File: config.mk
export PLATFORM = sky130hd
export DESIGN_NAME = fetch_sequencer
export DESIGN_NICKNAME = d
export VERILOG_FILES = /design/src/rtl/fetch_pkg.sv /design/src/rtl/fetch_out_stage.sv /design/src/rtl/fetch_sequencer.sv
export SDC_FILE = /design/constraint.sdc
export NUM_CORES = 1
export LEC_CHECK = 0
export BUFFER_PORTS_ARGS = -buffer_cell sky130_fd_sc_hd__buf_2
export CORE_MARGIN = 5
export CORE_UTILIZATION = 30
export DETAILED_ROUTE_END_ITERATION = 8
export PLACE_DENSITY_LB_ADDON = 0.1
export SLEW_MARGIN = 40
export SYNTH_ARGS = -nofsm -noshare
export SYNTH_HDL_FRONTEND = slang
export SYNTH_SLANG_ARGS = --single-unit
File: constraint.sdc
create_clock -name Clk -period 1.85 [get_ports Clk]
set_input_delay 0.37 -clock Clk [delete_from_list [all_inputs] [get_ports Clk]]
set_output_delay 0.37 -clock Clk [all_outputs]
set_load 0.05 [all_outputs]
File: src/rtl/fetch_pkg.sv
`default_nettype none
// ============================================================================
// Module   : fetch_pkg
// Brief    : State encoding and default constants shared by the fetch blocks.
// Revision : 1.0
// ============================================================================
package fetch_pkg;

    typedef enum logic [1:0] {
        IDLE = 2'd0,
        BUSY = 2'd1,
        FULL = 2'd2
    } fetch_state_t;

    localparam logic [31:0] DEF_RESET_PC = 32'h0000_0000;
    localparam int          DEF_PC_STEP  = 4;

endpackage
`default_nettype wire

File: src/rtl/fetch_out_stage.sv
`default_nettype none
// ============================================================================
// Module   : fetch_out_stage
// Brief    : Decode-facing output slot plus a one-entry skid register pair.
// Revision : 1.0
// ============================================================================
module fetch_out_stage
    import fetch_pkg::*;
#(
    parameter int ADDR_W = 32,
    parameter int DATA_W = 32
) (
    input  logic              clk,
    input  logic              rst,
    input  logic              flush,
    input  logic              load_slot,
    input  logic              load_skid,
    input  logic              drain,
    input  logic              stall,
    input  logic [DATA_W-1:0] in_data,
    input  logic [ADDR_W-1:0] in_pc,
    output logic              valid,
    output logic [DATA_W-1:0] instr,
    output logic [ADDR_W-1:0] pc
);

    logic [DATA_W-1:0] r_skid_data;
    logic [ADDR_W-1:0] r_skid_pc;

    // Occupancy of the skid is tracked by the sequencer's FULL state, so only
    // the data/address pair lives here.
    always_ff @(posedge clk) begin
        if (rst) begin
            valid       <= 1'b0;
            instr       <= '0;
            pc          <= '0;
            r_skid_data <= '0;
            r_skid_pc   <= '0;
        end else if (flush) begin
            valid <= 1'b0;
        end else begin
            if (load_slot) begin
                valid <= 1'b1;
                instr <= in_data;
                pc    <= in_pc;
            end else if (drain) begin
                valid <= 1'b1;
                instr <= r_skid_data;
                pc    <= r_skid_pc;
            end else if (valid && !stall) begin
                valid <= 1'b0;
            end
            if (load_skid) begin
                r_skid_data <= in_data;
                r_skid_pc   <= in_pc;
            end
        end
    end

endmodule
`default_nettype wire

File: src/rtl/fetch_sequencer.sv
`default_nettype none
// ============================================================================
// Module   : fetch_sequencer
// Brief    : PC owner and instruction-memory handshake with redirect handling.
// Revision : 1.0
// ============================================================================
module fetch_sequencer
    import fetch_pkg::*;
#(
    parameter int                ADDR_W   = 32,
    parameter int                DATA_W   = 32,
    parameter logic [ADDR_W-1:0] RESET_PC = ADDR_W'(DEF_RESET_PC),
    parameter int                PC_STEP  = DEF_PC_STEP
) (
    input  logic              Clk,
    input  logic              Reset,
    input  logic              Stall,
    input  logic              Redirect,
    input  logic [ADDR_W-1:0] RedirectPC,
    output logic              ImemReq,
    output logic [ADDR_W-1:0] ImemAddr,
    input  logic              ImemReady,
    input  logic [DATA_W-1:0] ImemData,
    output logic              IfValid,
    output logic [DATA_W-1:0] IfInstruction,
    output logic [ADDR_W-1:0] IfPC
);

    fetch_state_t      r_state;
    fetch_state_t      w_state_nxt;
    logic [ADDR_W-1:0] r_addr;
    logic [ADDR_W-1:0] w_addr_nxt;
    logic [ADDR_W-1:0] r_target;
    logic [ADDR_W-1:0] w_target_nxt;
    logic              r_discard;
    logic              w_discard_nxt;
    logic              w_load_slot;
    logic              w_load_skid;
    logic              w_drain;
    logic              w_slot_free;
    logic [ADDR_W-1:0] w_addr_inc;

    assign w_slot_free = !IfValid || !Stall;
    assign w_addr_inc  = r_addr + ADDR_W'(PC_STEP);
    assign ImemReq     = (r_state == BUSY);
    assign ImemAddr    = r_addr;

    always_ff @(posedge Clk) begin
        if (Reset) begin
            r_state   <= IDLE;
            r_addr    <= RESET_PC;
            r_target  <= '0;
            r_discard <= 1'b0;
        end else begin
            r_state   <= w_state_nxt;
            r_addr    <= w_addr_nxt;
            r_target  <= w_target_nxt;
            r_discard <= w_discard_nxt;
        end
    end

    always_comb begin
        w_state_nxt   = r_state;
        w_addr_nxt    = r_addr;
        w_target_nxt  = r_target;
        w_discard_nxt = r_discard;
        w_load_slot   = 1'b0;
        w_load_skid   = 1'b0;
        w_drain       = 1'b0;
        case (r_state)
            IDLE: begin
                w_state_nxt = BUSY;
                if (Redirect) begin
                    w_addr_nxt = RedirectPC;
                end
            end
            BUSY: begin
                if (ImemReady) begin
                    // A redirect on the ready edge takes precedence over a stale target.
                    if (Redirect) begin
                        w_addr_nxt    = RedirectPC;
                        w_discard_nxt = 1'b0;
                    end else if (r_discard) begin
                        w_addr_nxt    = r_target;
                        w_discard_nxt = 1'b0;
                    end else if (w_slot_free) begin
                        w_load_slot = 1'b1;
                        w_addr_nxt  = w_addr_inc;
                    end else begin
                        w_load_skid = 1'b1;
                        w_addr_nxt  = w_addr_inc;
                        w_state_nxt = FULL;
                    end
                end else if (Redirect) begin
                    // The request in flight cannot be withdrawn; remember where to go.
                    w_target_nxt  = RedirectPC;
                    w_discard_nxt = 1'b1;
                end
            end
            FULL: begin
                if (Redirect) begin
                    w_addr_nxt  = RedirectPC;
                    w_state_nxt = BUSY;
                end else if (!Stall) begin
                    w_drain     = 1'b1;
                    w_state_nxt = BUSY;
                end
            end
            default: begin
                w_state_nxt = IDLE;
            end
        endcase
    end

    fetch_out_stage #(
        .ADDR_W (ADDR_W),
        .DATA_W (DATA_W)
    ) u_out_stage (
        .clk       (Clk),
        .rst       (Reset),
        .flush     (Redirect),
        .load_slot (w_load_slot),
        .load_skid (w_load_skid),
        .drain     (w_drain),
        .stall     (Stall),
        .in_data   (ImemData),
        .in_pc     (r_addr),
        .valid     (IfValid),
        .instr     (IfInstruction),
        .pc        (IfPC)
    );

endmodule
`default_nettype wire

==> qor.txt <==
Hpwl dp: 20.6 mm
Flop pwr share: 0.439
Routed vias: 8652
Via density: 5.00
Share of layout cells above drive strength 1: 0.287
Clock power share: 0.390
Primary FF master, synth: dfxtp_1
Most common cell after layout, fill and taps aside: nand2_1
DRT iter0 DRCs: 523
Buffer and inverter count on the worst path: 2
Routability cong.: 0.797
Final wirelength: 31.8 mm
Port Buffers: 166
First-pass GRT wire length: 46.6 mm
Worst-margin pin slew: 627 ps
Area leader, netlist: dfxtp_1
Area Overhead vs Synth: 32.5%
Final Total Pwr: 0.0102 W
Min Hold Slack: 164 ps
Outcome: completed
Detailed-router iteration count before antenna repair: 5
Pwr dens: 878 nW/um^2
Max Cap Viol: 0
Max Clock Freq: 0.563 GHz
Overall die height: 181 um
Routed WL per cell: 18.4 um
Clock Tree Buf Depth: 2
CTS buffer count: 17
Core Box Area: 28900 um^2
Mapped cell area: 8800 um^2
CP Max Fanout: 6
Cells after synthesis: 1146
Crit path time final: 1780 ps
CP Class: reg2out
Int Pwr: 0.00685 W
Initial antenna violation count: 0
Final nets: 1404
Netlist cell types: 56
Syn Area/Cell: 7.68 um^2
Seq/Total Area, Yosys: 0.446
P_leak: 4.28 nW
CTS tree: done
Max VDD drop: 0.640 mV
Critical path's top delay family: buffers and inverters
Worst-path clk slew: 90 ps
Antenna Nets Post-Route: 0
DIE WIDTH: 181 um
Sw Pwr: 0.00339 W
Combinational share of power: 0.171
Final period util: 0.961
Endpoints failing hold: 0
Synth top area cells: dfxtp_1, nand2_1, a21oi_1
Die ar.: 32800 um^2
Clk Latency, worst-skew pair: 450 ps
HP Class: in2reg
Yosys reg bits: 196
CTS HTree Levels: 4
Vias in the first global route: 8052
Startpoint types: flip-flop
Critical path, cell by cell: buf_4 > nor2b_4 > buf_2
Critical path's slowest cell: dfxtp_2
Largest net degree at the start of global routing: 123
Asr flop ratio synth: 0
Synth top area share: 0.446
Worst clock skew: 18.4 ps
Pre-CTS WS: -79.2 ps
RSZ-0062 raised after global routing: true
GRT overflow: 0
Crit end category: output port
Num rows: 62
Sink Count: 196
Starting density of the core: 0.305
CP required: 1480 ps
Filler cells: 3083
Delay of the slowest critical-path stage: 350 ps
Ant diodes: 0
CP arrival: 1410 ps
Fin. max-slew vios: 0
Slew Limit Headroom: 0.582
Final setup violation count: 0
I/O Pins: 167
Root Buffer: clkbuf_16
Commonest cells after routing, fill and taps aside: nand2_1, dfxtp_1, buf_2
Final worst slack: 72.8 ps
Synth Net Count: 1216
Net Sw Frac: 0.331
Yosys warnings: 0
GRT Total Usage: 0.176
Number of synthesized flops with an enable pin: 0
DRC: 0
-- worst reg2reg max path, stage by stage (launching register included) --
cell       delay [ps]
dfxtp_2           350
and2b_4           310
buf_4             140
nand2_2            60
a21oi_4           180
buf_6             150
clkbuf_16         170
nand2_1            70
a311oi_1          240
-- worst paths after layout --
check	start	to	slack, ps	cells past startpoint
worst min register to register	r_target[17]	r_target[17]	450	2
worst max-delay path	r_state[0]	ImemReq	70	3
worst min-delay path	ImemData[28]	u_out_stage.r_skid_data[28]	160	3
worst max register to register	r_state[1]	u_out_stage.pc[12]	80	8
-- per-stage QoR --
step / cells / TNS, ps / cell area (um^2) / utilization
CTS: 1716 / 0 / 11300 / 0.390
detailed placement: 1684 / -4330 / 10600 / 0.368
global route: 1731 / -316 / 11700 / 0.404
finish: 1731 / 0 / 11700 / 0.404
floorplan: 1146 / 0 / 8880 / -
global placement: 1684 / -1930 / 10600 / 0.368
-- state kept, by name (all words and copies together) (netlist names) --
name                     flops
r_target                    32
u_out_stage.r_skid_pc       32
r_state                      2
u_out_stage.pc              32
u_out_stage.r_skid_data     32
u_out_stage.instr           32
ImemAddr                    32
u_out_stage.valid            1
r_discard                    1
-- power groups by stage --
stage | logic, W | registers [W] | clock network [W]
CTS | 0.00167 | 0.00450 | 0.00410
detailed placement | 0.00167 | 0.00460 | 0
floorplan | 0.000591 | 0.00502 | 0
global placement | 0.00166 | 0.00459 | 0
global route | 0.00187 | 0.00452 | 0.00426
finish | 0.00175 | 0.00449 | 0.00399
-- Yosys cell counts (2+ instances only) --
| cell type | number |
|---|---|
| clkbuf_2 | 3 |
| or4_1 | 2 |
| buf_1 | 5 |
| a21oi_1 | 131 |
| nand2b_1 | 4 |
| nor2b_1 | 3 |
| a311oi_2 | 20 |
| and3_1 | 9 |
| nand2_1 | 371 |
| nor2_1 | 88 |
| buf_4 | 2 |
| xnor2_1 | 5 |
| mux2i_1 | 7 |
| nand3_1 | 27 |
| o22ai_1 | 5 |
| nor4b_1 | 2 |
| a311oi_1 | 48 |
| or3_1 | 9 |
| a31o_2 | 2 |
| inv_1 | 6 |
| a211oi_1 | 6 |
| clkbuf_1 | 60 |
| buf_6 | 5 |
| and4_1 | 7 |
| a31oi_1 | 5 |
| o21ai_0 | 15 |
| o311ai_0 | 2 |
| dfxtp_1 | 196 |
| a221oi_1 | 6 |
| nor3_1 | 10 |
| mux2_2 | 4 |
| buf_2 | 28 |
| nand4_1 | 15 |
| xor2_1 | 4 |
| o211ai_1 | 12 |
| and2_1 | 2 |
-- logic make-up after synthesis --
group | after synthesis | share of synthesized area
AO/OA/AOI/OAI | 262 | 0.208
buffers and inverters | 109 | 0.0560
multiplexers | 11 | 0.0131
adder cells (fa/ha/maj) | 1 | 0.00142
AND/OR/NAND/NOR | 558 | 0.266
flip-flops | 196 | 0.446
XOR/XNOR | 9 | 0.00896
-- routing by layer --
metal,GRT usage,part of all wire,vias up
li1,-,-,4337
met1,0.255,0.49,4124
met2,0.276,0.46,172
met3,0.0306,0.037,19
met4,0.0333,0.0089,0
met5,0,0,-
-- repair_timing --
action / in CTS / in global routing
gates cloned: 0 / 10
gates resized for setup: 1 / 25
setup buffers: 0 / 5
endpoints found under the setup margin: 1 / 128
pin swaps: 0 / 2
hold buffers: 0 / 0
-- layout make-up --
cell class              instances  area, um^2  area share
multi-input cells             841        4530       0.389
flip-flops and latches        196        3980       0.341
repair buffers                272        2010       0.173
well taps                     384         480      0.0412
clock buffers                  17         425      0.0365
clock inverters                15         201      0.0173
inverters                       6        22.5     0.00193
(Power assumes the default switching activity.)
